## config.mk

```make
export PLATFORM = sky130hd
export DESIGN_NAME = pc_gen_unit
export DESIGN_NICKNAME = d
export VERILOG_FILES = /design/src/rtl/pc_pkg.sv /design/src/rtl/pc_redirect_buffer.sv /design/src/rtl/pc_gen_unit.sv
export SDC_FILE = /design/constraint.sdc
export NUM_CORES = 1
export LEC_CHECK = 0
export BUFFER_PORTS_ARGS = -buffer_cell sky130_fd_sc_hd__buf_2
export CORE_MARGIN = 2
export CORE_UTILIZATION = 55
export CTS_BUF_LIST = sky130_fd_sc_hd__clkbuf_8
export DETAILED_ROUTE_END_ITERATION = 7
export GPL_ROUTABILITY_DRIVEN = 0
export PLACE_DENSITY = 0.76
export REMOVE_ABC_BUFFERS = 1
export SLEW_MARGIN = 0
export SYNTH_ARGS = -nofsm -noshare
export SYNTH_HDL_FRONTEND = slang
export SYNTH_SLANG_ARGS = --single-unit
```

## constraint.sdc

```tcl
create_clock -name clk -period 4.7 [get_ports clk]
set_input_delay 0.47 -clock clk [delete_from_list [all_inputs] [get_ports clk]]
set_output_delay 0.47 -clock clk [all_outputs]
set_load 0.005 [all_outputs]
```

## src/rtl/pc_pkg.sv

```systemverilog
`default_nettype none
// pc_pkg: shared state encoding and default vectors for the fetch PC generator.
// DATA_WIDTH falls back to 32 when no project-wide value has been defined.
`ifndef DATA_WIDTH
`define DATA_WIDTH 32
`endif

package pc_pkg;

  localparam int          DEFAULT_PC_WIDTH     = `DATA_WIDTH;
  localparam logic [31:0] DEFAULT_RESET_VECTOR = 32'h0000_0000;
  localparam logic [31:0] DEFAULT_TRAP_VECTOR  = 32'h0000_0100;
  localparam int          DEFAULT_INST_BYTES   = 4;

  typedef enum logic [1:0] {
    PC_BOOT    = 2'd0,
    PC_RUN     = 2'd1,
    PC_PENDING = 2'd2
  } pc_state_e;

endpackage

`default_nettype wire

```

## src/rtl/pc_redirect_buffer.sv

```systemverilog
`default_nettype none
// pc_redirect_buffer: holds a redirect target captured during a stall until released.
// Alignment handling is selected by PC_ALIGN_CHECK_EN (check) or its absence (force-align).
module pc_redirect_buffer
  import pc_pkg::*;
#(
  parameter int PC_WIDTH   = DEFAULT_PC_WIDTH,
  parameter int INST_BYTES = DEFAULT_INST_BYTES
) (
  input  logic                clk,
  input  logic                reset,
  input  logic                capture,
  input  logic                clear,
  input  logic                consume,
  input  logic [PC_WIDTH-1:0] redirect_target,
  output logic                pending_valid,
  output logic [PC_WIDTH-1:0] pending_target,
  output logic [PC_WIDTH-1:0] direct_target,
  output logic                direct_misaligned,
  output logic                pending_misaligned
);

  localparam logic [PC_WIDTH-1:0] LOW_MASK = PC_WIDTH'(INST_BYTES - 1);

  logic [PC_WIDTH-1:0] target_q;
  logic                valid_q;

  // A fresh capture always wins so a newer stalled redirect replaces an older one.
  always_ff @(posedge clk or negedge reset) begin
    if (!reset) begin
      valid_q  <= 1'b0;
      target_q <= '0;
    end else if (capture) begin
      valid_q  <= 1'b1;
      target_q <= redirect_target;
    end else if (clear || consume) begin
      valid_q  <= 1'b0;
    end
  end

  assign pending_valid = valid_q;

`ifdef PC_ALIGN_CHECK_EN
  assign direct_target      = redirect_target;
  assign pending_target     = target_q;
  assign direct_misaligned  = |(redirect_target & LOW_MASK);
  assign pending_misaligned = |(target_q & LOW_MASK);
`else
  assign direct_target      = redirect_target & ~LOW_MASK;
  assign pending_target     = target_q & ~LOW_MASK;
  assign direct_misaligned  = 1'b0;
  assign pending_misaligned = 1'b0;
`endif

endmodule

`default_nettype wire

```

## src/rtl/pc_gen_unit.sv

```systemverilog
`default_nettype none
// pc_gen_unit: fetch-stage PC generator with trap, redirect, buffered-redirect and sequential sources.
// Optional feature macro: PC_ALIGN_CHECK_EN (misaligned redirects trap instead of being force-aligned).
module pc_gen_unit
  import pc_pkg::*;
#(
  parameter int                  PC_WIDTH     = DEFAULT_PC_WIDTH,
  parameter logic [PC_WIDTH-1:0] RESET_VECTOR = PC_WIDTH'(DEFAULT_RESET_VECTOR),
  parameter logic [PC_WIDTH-1:0] TRAP_VECTOR  = PC_WIDTH'(DEFAULT_TRAP_VECTOR),
  parameter int                  INST_BYTES   = DEFAULT_INST_BYTES,
  parameter int                  NUM_STALL    = 3
) (
  input  logic                 clk,
  input  logic                 reset,
  input  logic [NUM_STALL-1:0] StallIn,
  input  logic                 FetchReady,
  input  logic                 RedirectValid,
  input  logic [PC_WIDTH-1:0]  RedirectTarget,
  input  logic                 TrapValid,
  output logic [PC_WIDTH-1:0]  PcOutput,
  output logic                 PcValid,
  output logic                 RedirectPending,
  output logic                 MisalignFault
);

  pc_state_e           state, next_state;
  logic [PC_WIDTH-1:0] pc_q, next_pc;
  logic                fault_q, next_fault;
  logic                stall;
  logic                buf_capture, buf_clear, buf_consume;
  logic                pending_valid;
  logic [PC_WIDTH-1:0] pending_target, direct_target;
  logic                direct_misaligned, pending_misaligned;

  assign stall = |StallIn;

  pc_redirect_buffer #(
    .PC_WIDTH   (PC_WIDTH),
    .INST_BYTES (INST_BYTES)
  ) u_redirect_buffer (
    .clk                (clk),
    .reset              (reset),
    .capture            (buf_capture),
    .clear              (buf_clear),
    .consume            (buf_consume),
    .redirect_target    (RedirectTarget),
    .pending_valid      (pending_valid),
    .pending_target     (pending_target),
    .direct_target      (direct_target),
    .direct_misaligned  (direct_misaligned),
    .pending_misaligned (pending_misaligned)
  );

  always_ff @(posedge clk or negedge reset) begin
    if (!reset) begin
      state   <= PC_BOOT;
      pc_q    <= RESET_VECTOR;
      fault_q <= 1'b0;
    end else begin
      state   <= next_state;
      pc_q    <= next_pc;
      fault_q <= next_fault;
    end
  end

  always_comb begin
    next_state  = state;
    next_pc     = pc_q;
    next_fault  = 1'b0;
    buf_capture = 1'b0;
    buf_clear   = 1'b0;
    buf_consume = 1'b0;
    if (state == PC_BOOT) begin
      next_state = PC_RUN;
    end else if (TrapValid) begin
      next_pc    = TRAP_VECTOR;
      buf_clear  = 1'b1;
      next_state = PC_RUN;
    end else if (stall && RedirectValid) begin
      buf_capture = 1'b1;
      next_state  = PC_PENDING;
    end else if (stall) begin
      next_state = state;
    end else if (RedirectValid) begin
      // A misaligned target becomes a trap; only possible with the alignment check built in.
      buf_clear  = 1'b1;
      next_state = PC_RUN;
      if (direct_misaligned) begin
        next_pc    = TRAP_VECTOR;
        next_fault = 1'b1;
      end else begin
        next_pc = direct_target;
      end
    end else if (state == PC_PENDING && pending_valid) begin
      buf_consume = 1'b1;
      next_state  = PC_RUN;
      if (pending_misaligned) begin
        next_pc    = TRAP_VECTOR;
        next_fault = 1'b1;
      end else begin
        next_pc = pending_target;
      end
    end else if (FetchReady) begin
      next_pc = pc_q + PC_WIDTH'(INST_BYTES);
    end
  end

  assign PcOutput        = pc_q;
  assign PcValid         = (state != PC_BOOT);
  assign RedirectPending = (state == PC_PENDING);
  assign MisalignFault   = fault_q;

endmodule

`default_nettype wire

```

==> run metrics, run 1 <==
Synth Warn #=0; number of H-tree branching levels=3; routed via count=3755; summed area of non-filler cells in the final layout=4520 um^2; Max-slew headroom=0.302; setup repair after global routing missed its margin=no; buffer count from post-CTS setup fixing=0; area of the die=7890 um^2; crit-path max cell delay=0.63 ns; core footprint=6870 um^2; Final Net Count=516; sequential share of power=0.487; Wirelength per Cell=18.3 um; skew final=0.0131 ns; aggregate negative setup slack=0 ns; overall routed net length=10.6 mm; post-detail-place hpwl=6.98 mm; run status=finished clean; highest achievable clock rate=0.415 GHz; path type of the worst min-delay path=primary input to async pin; number of antenna violations at the first check in global routing=0; EDFF count, synth=0; gr usage total=0.279; Worst setup EP type=register; Leakage=1.94 nW; #FFs+latches synth=63; number of port buffers=69; startpoint of the worst setup timing path=PcOutput[2]$_DFFE_PN0P_; initial standard-cell utilization of the core=0.576; async set-or-reset flop fraction in the synthesized netlist=1.00; switching part of the total power=0.296; Layout Utilization=0.659; post-cts resize count=0; crit path launch type=register; count of antenna diodes in the layout=0; via count of the first global-routing pass=3495; Worst IR Drop VDD=0.000147 V; number of hold violations in the final report=0; WHS=0.298 ns; cts bufs inserted=9; worst slack at placement=2.00 ns; Critical-path top delay cell=nor3_1; cell taking the most area after synthesis=dfrtp_1; total placed instance area=4330 um^2; top_reg_cell synth=dfrtp_1; final-report setup violation count=0; clock-pin transition on the worst setup and hold timing paths=0.08 ns; logic gate share of total power=0.157; dominant cells by area after synthesis=dfrtp_1, mux2_2, nand2_1, mux2i_1, o21ai_0; total power divided by cell area=300 nW/um^2; largest fanout of any net on the critical path=7; number of hold buffers added after CTS=0; Pins Over Slew Limit=0; crit path DAT=2.66 ns; die height=88.8 um; internal cell power=0.000956 W; maximum number of pins on one net before global-route repair=64; CTS sink count=63; critical path required time=4.95 ns; launch point of the worst reg-to-reg path=PcOutput[2]$_DFFE_PN0P_; maximum root-to-sink buffer count=2; num rows=30; netlist area before placement=3960 um^2; TritonCTS clock tree=built; layout cells sized above 1=0.271; fraction of power consumed by the clock network=0.356; proportion of synthesized chip area in sequential cells=0.398; transition time of the tightest slew-check pin=1.04 ns; kind of critical path=register to register; Boundary Pins=75; number of vias per cell after detailed routing=6.52; Die X=88.8 um; crit path cell chain=ha_1 > nand3_1 > nor3_1 > nand4_1 > a21o_1 > a211o_1; count of routing violations after the opening detailed-route iteration=318; shortest clock period the worst path allows after layout=2.41 ns; wire length of the first global-routing pass=17.0 mm; area overhead of the layout relative to synthesis=14.4%; clock tree root driver cell=clkbuf_8; Final WS setup=2.29 ns; number of design rule violations left after detail routing=0; top-area cell type share of the netlist area=0.398; insertion delay to the later sink of the worst-skew pair=0.36 ns; DRT antenna net count=0; cells after synthesis=422; Final Cycle Share=0.513; global route total overflow=0; number of detailed-route iterations in the first pass=5; Yosys cell types=65; total of max-cap violations=0; post-synthesis area per instance=9.38 um^2; reported net switching power=0.000403 W
-- routing by layer --
layer  track usage  up-vias  part of all wire
li1              -     1724                 -
met1         0.380     1827              0.44
met2         0.451      183              0.47
met3        0.0373       21             0.070
met4         0.112        0             0.019
met5             0        -                 0
-- placed cells by master, fill, tap and decap left out, drive strengths merged, types with 11 or more instances in the layout --
cell type,n
nor3,17
a22o,11
inv,14
mux2,29
nand2,38
o21ai,21
nor2,14
buf,75
mux2i,12
a21oi,20
dfrtp,63
-- cell usage after synthesis (all sizes together) (3+ instances only) --
library cell / instances
a2111oi: 10
nand4: 10
a221o: 4
a31oi: 8
o211ai: 3
nor2b: 7
a22oi: 3
and3: 4
o21ai: 21
nand2b: 8
and4: 5
nand3: 8
a221oi: 4
a22o: 11
dfrtp: 63
inv: 14
mux2i: 12
or4: 3
nor2: 14
a21o: 4
clkbuf: 25
mux2: 29
nand2: 38
nor3: 17
nor4: 6
a21oi: 20
or3: 4
buf: 10
o2bb2ai: 5
a211oi: 4
o31ai: 6
o311ai: 3
o22a: 3
-- cell families after synthesis --
| logic type | count (synthesis) | share of synthesized area |
|---|---|---|
| and+or+nand+nor | 135 | 0.186 |
| AOI/OAI and AO/OA | 128 | 0.237 |
| buffers and inverters | 49 | 0.0531 |
| muxes | 41 | 0.113 |
| xor gates and xnor gates | 4 | 0.00886 |
| adders and majority gates | 1 | 0.00316 |
| DFF | 63 | 0.398 |
| other | 1 | 0.000948 |
-- critical path, delay by kind of cell, from the launching register on --
| family | cells | cell delay (ns) |
|---|---|---|
| simple gates | 3 | 1.08 |
| compound gates | 2 | 0.50 |
| flops | 1 | 0.47 |
| fa+ha+maj | 1 | 0.24 |
-- stage by stage --
step / std cells / power, W
6_report: 576 / 0.00136
5_1_grt: 576 / 0.00142
4_1_cts: 576 / 0.00136
3_5_place_dp: 560 / 0.000883
3_3_place_gp: 560 / 0.000871
2_1_floorplan: 389 / 0.000785
-- area by class of cell --
type                    count  area, um^2
inverters                  14        52.6
clock inverters             7        73.8
well taps                  96         120
clock buffers               9         124
multi-input cells         312        2190
fillers                   609        2340
flip-flops and latches     63        1580
repair buffers             75         390
-- power groups by stage --
stage / Combinational, W / Clock [W] / Sequential [W]
after detailed placement: 0.000212 / 0 / 0.000671
after CTS: 0.000213 / 0.000486 / 0.000661
after global routing: 0.000236 / 0.000508 / 0.000671
final: 0.000213 / 0.000484 / 0.000662
after global placement: 0.000205 / 0 / 0.000666
after floorplan: 0.000128 / 0 / 0.000657
-- worst paths after layout --
| kind | endpoint | slack, ns | depth (start not counted) |
|---|---|---|---|
| max | PcOutput[22]$_DFFE_PN0P_ | 2.29 | 6 |
| max in group asynchronous | u_redirect_buffer.target_q[7]$_DFFE_PN0P_ | 3.86 | 2 |
| min in group clk | u_redirect_buffer.target_q[24]$_DFFE_PN0P_ | 0.35 | 2 |
| max reg2reg | PcOutput[22]$_DFFE_PN0P_ | 2.29 | 6 |
| min | u_redirect_buffer.target_q[11]$_DFFE_PN0P_ | 0.30 | 2 |
| min reg2reg | u_redirect_buffer.target_q[31]$_DFFE_PN0P_ | 0.51 | 1 |
-- state kept, by name (all words and copies together), names as in the netlist --
register	cells
u_redirect_buffer.target_q	30
u_redirect_buffer.pending_valid	1
PcOutput	30
state	2
(Power assumes the default switching activity.)
==> run 2: changes to the inputs <==
--- a/config.mk
+++ b/config.mk
@@ -7,7 +7,7 @@
 export LEC_CHECK = 0
 export BUFFER_PORTS_ARGS = -buffer_cell sky130_fd_sc_hd__buf_2
 export CORE_MARGIN = 2
-export CORE_UTILIZATION = 55
+export CORE_UTILIZATION = 52
 export CTS_BUF_LIST = sky130_fd_sc_hd__clkbuf_8
 export DETAILED_ROUTE_END_ITERATION = 7
 export GPL_ROUTABILITY_DRIVEN = 0
==> constraint.sdc (replaced) <==
create_clock -name clk -period 2.19 [get_ports clk]
set_input_delay 0.219 -clock clk [delete_from_list [all_inputs] [get_ports clk]]
set_output_delay 0.219 -clock clk [all_outputs]
set_load 0.005 [all_outputs]
==> run 2 against run 1 <==
Flip-flop and latch count unchanged. Combinational power grew 140%. Routed wire length grew 6.6%. Setup slack got worse by 2.2 ns. Core utilization increased by 0.56 points. Via count increased by 4.8%. Final cell count grew 6.8%. Clock power up 120%. Clock skew is 0.0035 ns lower. Worst hold slack worse by 0.18 ns. Maximum frequency rose by 13%. Clock-buffer cell count rose by 3. Critical endpoint is now PcOutput[26]$_DFFE_PN0P_. Largest cell class unchanged. Largest power group unchanged.
==> run metrics, run 2 (synthesis gave the netlist of run 1 again) <==
total placed instance area=4620 um^2 (+6.7%); critical path required time=2.46 ns (-2.49 ns); Worst IR Drop VDD=0.000296 V (+100%); TritonCTS clock tree=built; Worst setup endpoint=PcOutput[26]$_DFFE_PN0P_; count of routing violations after the opening detailed-route iteration=300 (-5.7%); CTS sink count=63 (unchanged); Filler Cells Inserted=621 (+2.0%); post-detail-place hpwl=7.99 mm (+14%); layout cells sized above 1=0.322 (+0.0509); largest fanout of any net on the critical path=5 (-2); number of design rule violations left after detail routing=0 (unchanged); number of detailed-route iterations in the first pass=5 (unchanged); commonest non-fill, non-tap cell in the layout=buf_2; met3 Track Usage GR=0.0647 (+0.0274); most used cells in the layout excluding fill and tap cells=buf_2, dfrtp_1, buf_4; most utilized layer in the global route result=met2; total power divided by cell area=621 nW/um^2 (+110%); number of hold violations in the final report=0 (unchanged); Final Net Count=552 (+7.0%); routed via count=3937 (+4.8%); launch point of the worst reg-to-reg path=PcOutput[21]$_DFFE_PN0P_; r2r worst-path depth=5 (-1); number of vias per cell after detailed routing=6.40 (-1.8%); run status=finished clean; worst-case register-to-register setup slack=0.06 ns (-2.23 ns); number of antenna violations at the first check in global routing=0 (unchanged); wire length of the first global-routing pass=18.8 mm (+11%); global-route met2 utilization=0.450 (-0.00115); worst hold path stage count=2; number of H-tree branching levels=3 (unchanged); Pins Over Slew Limit=0 (unchanged); Die X=91.2 um (+2.7%); Boundary Pins=75 (unchanged); highest achievable clock rate=0.469 GHz (+13%); count of antenna diodes in the layout=0 (unchanged); DRT antenna net count=0 (unchanged); core footprint=7290 um^2 (+6.2%); Max-slew headroom=0.428 (+0.126); total of max-cap violations=0 (unchanged); crit path DAT=2.41 ns (-0.25 ns); path type of the worst min-delay path=primary input to register; cts bufs inserted=9 (unchanged); clock-pin transition on the worst setup and hold timing paths=0.07 ns (about the same); via count of the first global-routing pass=3777 (+8.1%); summed area of non-filler cells in the final layout=4840 um^2 (+7.1%); kind of critical path=register to register; met1 layer usage reported by global route=0.387 (+0.00738); shortest clock period the worst path allows after layout=2.13 ns (-0.277 ns); maximum number of pins on one net before global-route repair=39 (-39%); area of the die=8320 um^2 (+5.5%); insertion delay to the later sink of the worst-skew pair=0.34 ns (-0.02 ns); die height=91.2 um (+2.7%); RR Endpoint=PcOutput[26]$_DFFE_PN0P_; global route total overflow=0 (unchanged); maximum root-to-sink buffer count=2 (unchanged); transition time of the tightest slew-check pin=0.851 ns (-0.193 ns); Leakage=2.14 nW (+10%); clock tree root driver cell=clkbuf_8; final-report setup violation count=0 (unchanged); area overhead of the layout relative to synthesis=22.4%; num rows=31 (+3.3%); overall routed net length=11.3 mm (+6.6%); gr usage total=0.283 (+0.00385); Final Cycle Share=0.975 (+0.462); skew final=0.00955 ns (-0.00350 ns); crit path launch type=register; Wirelength per Cell=18.3 um (-0.18%); startpoint of the worst setup timing path=PcOutput[21]$_DFFE_PN0P_; final total power=0.00301 W (+120%); initial standard-cell utilization of the core=0.543 (-0.0334); setup repair after global routing missed its margin=no; Worst setup EP type=register; number of port buffers=69 (unchanged)
run 2: per-layer routing:
layer  wire length [um]  vias up
met5                  0        -
met1               4820     1920
li1                   -     1798
met4                246        0
met2               5330      195
met3                852       24
run 2: stage by stage:
stage	setup slack, ns	setup TNS (ns)	hold WS, ns	util	instances
2_1_floorplan	-2.17	-86.60	-0.0766	-	389
3_3_place_gp	0.0592	0	0.268	0.633	598
3_5_place_dp	0.0170	0	0.282	0.633	598
4_1_cts	0.0327	0	0.112	0.663	615
5_1_grt	0.00477	0	0.111	0.664	615
6_report	0.0556	0	0.120	0.664	615
run 2: how the worst min path moves through the flow:
stage | to | from | slack (ns)
6_report | u_redirect_buffer.target_q[20]$_DFFE_PN0P_ | RedirectTarget[20] | 0.12
3_5_place_dp | PcOutput[12]$_DFFE_PN0P_ | reset | 0.28
5_1_grt | u_redirect_buffer.target_q[9]$_DFFE_PN0P_ | RedirectTarget[9] | 0.11
2_1_floorplan | PcOutput[10]$_DFFE_PN0P_ | reset | -0.08
3_3_place_gp | u_redirect_buffer.target_q[11]$_DFFE_PN0P_ | reset | 0.27
4_1_cts | u_redirect_buffer.target_q[20]$_DFFE_PN0P_ | RedirectTarget[20] | 0.11
run 2: repair_timing:
action / in CTS / in global routing
gates resized for setup: 0 / 2
hold endpoints to repair: 25 / 0
setup endpoints to repair: 0 / 5
hold buffers: 1 / 0
buffers inserted: 0 / 0
run 2: cell type report:
type | count | area (um^2) | area share
clock inverter | 4 | 43.8 | 0.00904
timing repair buffer | 111 | 688 | 0.142
inverter | 14 | 52.6 | 0.0108
sequential | 63 | 1580 | 0.325
multi-input combinational | 312 | 2190 | 0.453
tap | 99 | 124 | 0.0256
clock buffer | 12 | 165 | 0.0341
run 2: power breakdown:
part	leakage [nW]	switching, W	internal [W]
combinational	1.23	0.000263	0.000257
sequential	0.795	0.000103	0.00131
clock	0.114	0.000467	0.000612
run 2: worst max-delay path: stages, from the launching register on:
cell and delay (ns):
dfrtp_1 0.42, and4_4 0.28, nand4_2 0.14, or4_4 0.60
or4b_1 0.52, nand4_1 0.10
==> run 3: changes to the inputs <==
--- a/config.mk
+++ b/config.mk
@@ -5,9 +5,10 @@
 export SDC_FILE = /design/constraint.sdc
 export NUM_CORES = 1
 export LEC_CHECK = 0
-export BUFFER_PORTS_ARGS = -buffer_cell sky130_fd_sc_hd__buf_2
+export ABC_AREA = 1
+export BUFFER_PORTS_ARGS = -buffer_cell sky130_fd_sc_hd__buf_4
 export CORE_MARGIN = 2
-export CORE_UTILIZATION = 52
+export CORE_UTILIZATION = 55
 export CTS_BUF_LIST = sky130_fd_sc_hd__clkbuf_8
 export DETAILED_ROUTE_END_ITERATION = 7
 export GPL_ROUTABILITY_DRIVEN = 0
==> constraint.sdc (replaced) <==
create_clock -name clk -period 2.2 [get_ports clk]
set_input_delay 0.22 -clock clk [delete_from_list [all_inputs] [get_ports clk]]
set_output_delay 0.22 -clock clk [all_outputs]
set_load 0.005 [all_outputs]
==> run 3 against run 2 <==
Non-clock buffer count down 35. Combinational power up 51%. Maximum frequency increased by 20%. Design area is 2.5% lower. Synthesized cell count is 39% higher. Routed wire length shrank 11%. Register-to-register slack better by 0.37 ns. Worst hold slack worse by 0.035 ns. Sequential power grew 12%.
==> run metrics, run 3 <==
run status=finished clean; gr usage total=0.280 (-0.00338); crit path cell chain=ha_1 > nand2_1 > nor2_1 > nand2_1 > nor2_1 > nand2_1 > nand3_1 > nand3_1 > nand2_1 > nand2_1; wire length of the first global-routing pass=17.2 mm (-8.6%); most used cells in the layout excluding fill and tap cells=nand2_1, buf_4, dfrtp_1; top-area cell type share of the netlist area=0.398 (unchanged); worst-case register-to-register setup slack=0.42 ns (+0.37 ns); dominant cells by area after synthesis=dfrtp_1, nand2_1, nand3_1, inv_1, nor2_1; netlist area before placement=3960 um^2 (unchanged); sequential share of power=0.478 (+0.010); Yosys cell types=32 (-51%); highest achievable clock rate=0.562 GHz (+20%); list of most frequent post-synthesis cells=nand2_1, dfrtp_1, inv_1, nor2_1, nand3_1; crit path launch type=register; count of routing violations after the opening detailed-route iteration=334 (+11%); TritonCTS clock tree=built; number of design rule violations left after detail routing=0 (unchanged); cell taking the most area after synthesis=dfrtp_1; logic gate share of total power=0.238 (+0.065); transition time of the tightest slew-check pin=0.823 ns (-0.0287 ns); via count of the first global-routing pass=3738 (-1.0%); cts bufs inserted=9 (unchanged); Boundary Pins=75 (unchanged); async set-or-reset flop fraction in the synthesized netlist=1.00 (unchanged); DRT antenna net count=0 (unchanged); r2r worst-path depth=10 (+5); most numerous cell in the Yosys netlist=nand2_1; Layout Utilization=0.688 (+0.0236); post-synthesis area per instance=6.73 um^2 (-28%); aggregate negative setup slack=0 ns (unchanged); die height=88.8 um (-2.6%); launch point of the worst reg-to-reg path=PcOutput[3]$_DFFE_PN0P_; Filler Cells Inserted=635 (+2.3%); crit-path max cell delay=0.40 ns (-0.20 ns); number of vias per cell after detailed routing=5.18 (-19%); Final Cycle Share=0.809 (-0.166); crit path DAT=2.01 ns (-0.40 ns); setup repair after global routing missed its margin=no; clock-pin transition on the worst setup and hold timing paths=0.07 ns (about the same); Die X=88.8 um (-2.6%); largest fanout of any net on the critical path=5 (unchanged); Post-Layout Cell Count=754 (+23%); Pins Over Slew Limit=0 (unchanged); RR Endpoint=PcOutput[18]$_DFFE_PN0P_; Critical-path top delay cell=dfrtp_1; number of hold violations in the final report=0 (unchanged); num rows=30 (-3.2%); total of max-cap violations=0 (unchanged); buffer count from post-CTS setup fixing=0 (unchanged); number of port buffers=69 (unchanged); Worst IR Drop VDD=0.000453 V (+53%); overall routed net length=10.0 mm (-11%); initial standard-cell utilization of the core=0.576 (+0.0334); placed cell count=737 (+23%); Final Net Count=694 (+26%); Wirelength per Cell=13.3 um (-27%); area overhead of the layout relative to synthesis=19.4%; number of H-tree branching levels=3 (unchanged); Synth Warn #=0 (unchanged); core footprint=6870 um^2 (-5.8%); CTS sink count=63 (unchanged); insertion delay to the later sink of the worst-skew pair=0.34 ns (about the same); EDFF count, synth=0 (unchanged); Worst setup EP type=register; top_reg_cell synth=dfrtp_1; commonest non-fill, non-tap cell in the layout=nand2_1; switching part of the total power=0.336 (+0.0589); startpoint of the worst setup timing path=PcOutput[3]$_DFFE_PN0P_; area of the die=7890 um^2 (-5.2%); shortest clock period the worst path allows after layout=1.78 ns (-0.356 ns); clock tree root driver cell=clkbuf_8; total power divided by cell area=700 nW/um^2 (+13%); final-report setup violation count=0 (unchanged); global route total overflow=0 (unchanged); internal cell power=0.00220 W (+0.98%); Leakage=2.39 nW (+12%); routed via count=3904 (-0.84%); path type of the worst min-delay path=primary input to register; number of antenna violations at the first check in global routing=0 (unchanged); layout cells sized above 1=0.190 (-0.132); final total power=0.00331 W (+9.9%); Worst setup endpoint=PcOutput[18]$_DFFE_PN0P_; maximum root-to-sink buffer count=2 (unchanged); number of detailed-route iterations in the first pass=5 (unchanged); count of antenna diodes in the layout=0 (unchanged); proportion of synthesized chip area in sequential cells=0.398 (unchanged); area occupied by multi-input gates=2030 um^2 (-7.4%); maximum number of pins on one net before global-route repair=64 (+64%); Max-slew headroom=0.452 (+0.0235); #FFs+latches synth=63 (unchanged); cells after synthesis=588 (+39%); kind of critical path=register to register; skew final=0.00906 ns (-0.000495 ns); fraction of power consumed by the clock network=0.284 (-0.075); most frequent cell on the critical path=nand2_1; Sequential Area=1580 um^2 (unchanged); reported net switching power=0.00111 W (+33%); post-detail-place hpwl=7.04 mm (-12%); critical path required time=2.43 ns (-0.03 ns)
==> run 3: cell count changes in the layout (fill, tap and decap cells not counted), moves of 9 or more <==
cell | before | now
a2111oi_0 | 9 | 0
a21oi_2 | 0 | 15
a22o_1 | 10 | 0
buf_2 | 69 | 0
buf_4 | 39 | 74
inv_1 | 15 | 53
mux2_2 | 29 | 0
mux2i_1 | 12 | 0
nand2_1 | 38 | 237
nand3_1 | 8 | 44
nand4_1 | 9 | 0
nor2_1 | 13 | 47
nor3_1 | 17 | 0
o21ai_1 | 0 | 23
==> run 3: logic make-up after synthesis <==
family	after synthesis	synth area share
AOI/OAI and AO/OA	91	0.136
adders and majority gates	1	0.00316
buffers and inverters	84	0.0901
other	1	0.000948
and+or+nand+nor	343	0.360
xor gates and xnor gates	5	0.0111
DFF	63	0.398
==> run 3: layer usage <==
metal / track usage / up-vias / share of wire
met4: 0.0964 / 0 / 0.012
li1: - / 1977 / -
met1: 0.384 / 1776 / 0.46
met3: 0.0457 / 16 / 0.056
met2: 0.448 / 135 / 0.47
met5: 0 / - / 0
==> run 3: through the flow <==
stage | area (um^2) | hold WS [ns] | worst slack (ns)
2_1_floorplan | 3830 | -0.0756 | 0.413
3_3_place_gp | 4530 | 0.357 | 0.473
3_5_place_dp | 4530 | 0.369 | 0.446
4_1_cts | 4720 | 0.0755 | 0.429
5_1_grt | 4720 | 0.0902 | 0.232
6_report | 4720 | 0.0847 | 0.421
==> run 3: worst max-delay path, delay by kind of cell, from the launching register on <==
| family | cells | cell delay [ns] |
|---|---|---|
| adder cells (fa/ha/maj) | 1 | 0.21 |
| flip-flops | 1 | 0.40 |
| AND/OR/NAND/NOR | 9 | 1.06 |
==> run 3: how the worst min path moves through the flow <==
stage                      startpoint                                         to  cells past startpoint
global placement                reset                       state[0]$_DFFE_PN0P_                      1
floorplan                       reset                   PcOutput[10]$_DFFE_PN0P_                      0
global route        RedirectTarget[4]  u_redirect_buffer.target_q[4]$_DFFE_PN0P_                      3
finish              RedirectTarget[3]  u_redirect_buffer.target_q[3]$_DFFE_PN0P_                      3
detailed placement              reset                       state[1]$_DFFE_PN0P_                      1
CTS                 RedirectTarget[6]  u_redirect_buffer.target_q[6]$_DFFE_PN0P_                      3
==> run 3: power groups by stage <==
stage          Combinational, W  Sequential, W  Clock (W)
2_1_floorplan          0.000441        0.00154          0
3_3_place_gp           0.000764        0.00159          0
3_5_place_dp           0.000789        0.00159          0
4_1_cts                0.000793        0.00157   0.000957
5_1_grt                0.000907        0.00161    0.00100
6_report               0.000786        0.00158   0.000938
==> run 3: timing repair <==
action / in CTS / in global routing
gates resized for setup: 0 / 0
hold endpoints to repair: 7 / 0
hold buffers: 1 / 0
==> run 3: cell type report <==
cell class | instances | area share
clock buffer | 11 | 0.0320
clock inverter | 5 | 0.00689
inverter | 60 | 0.0482
multi-input combinational | 443 | 0.430
sequential | 63 | 0.334
tap | 96 | 0.0254
timing repair buffer | 76 | 0.124
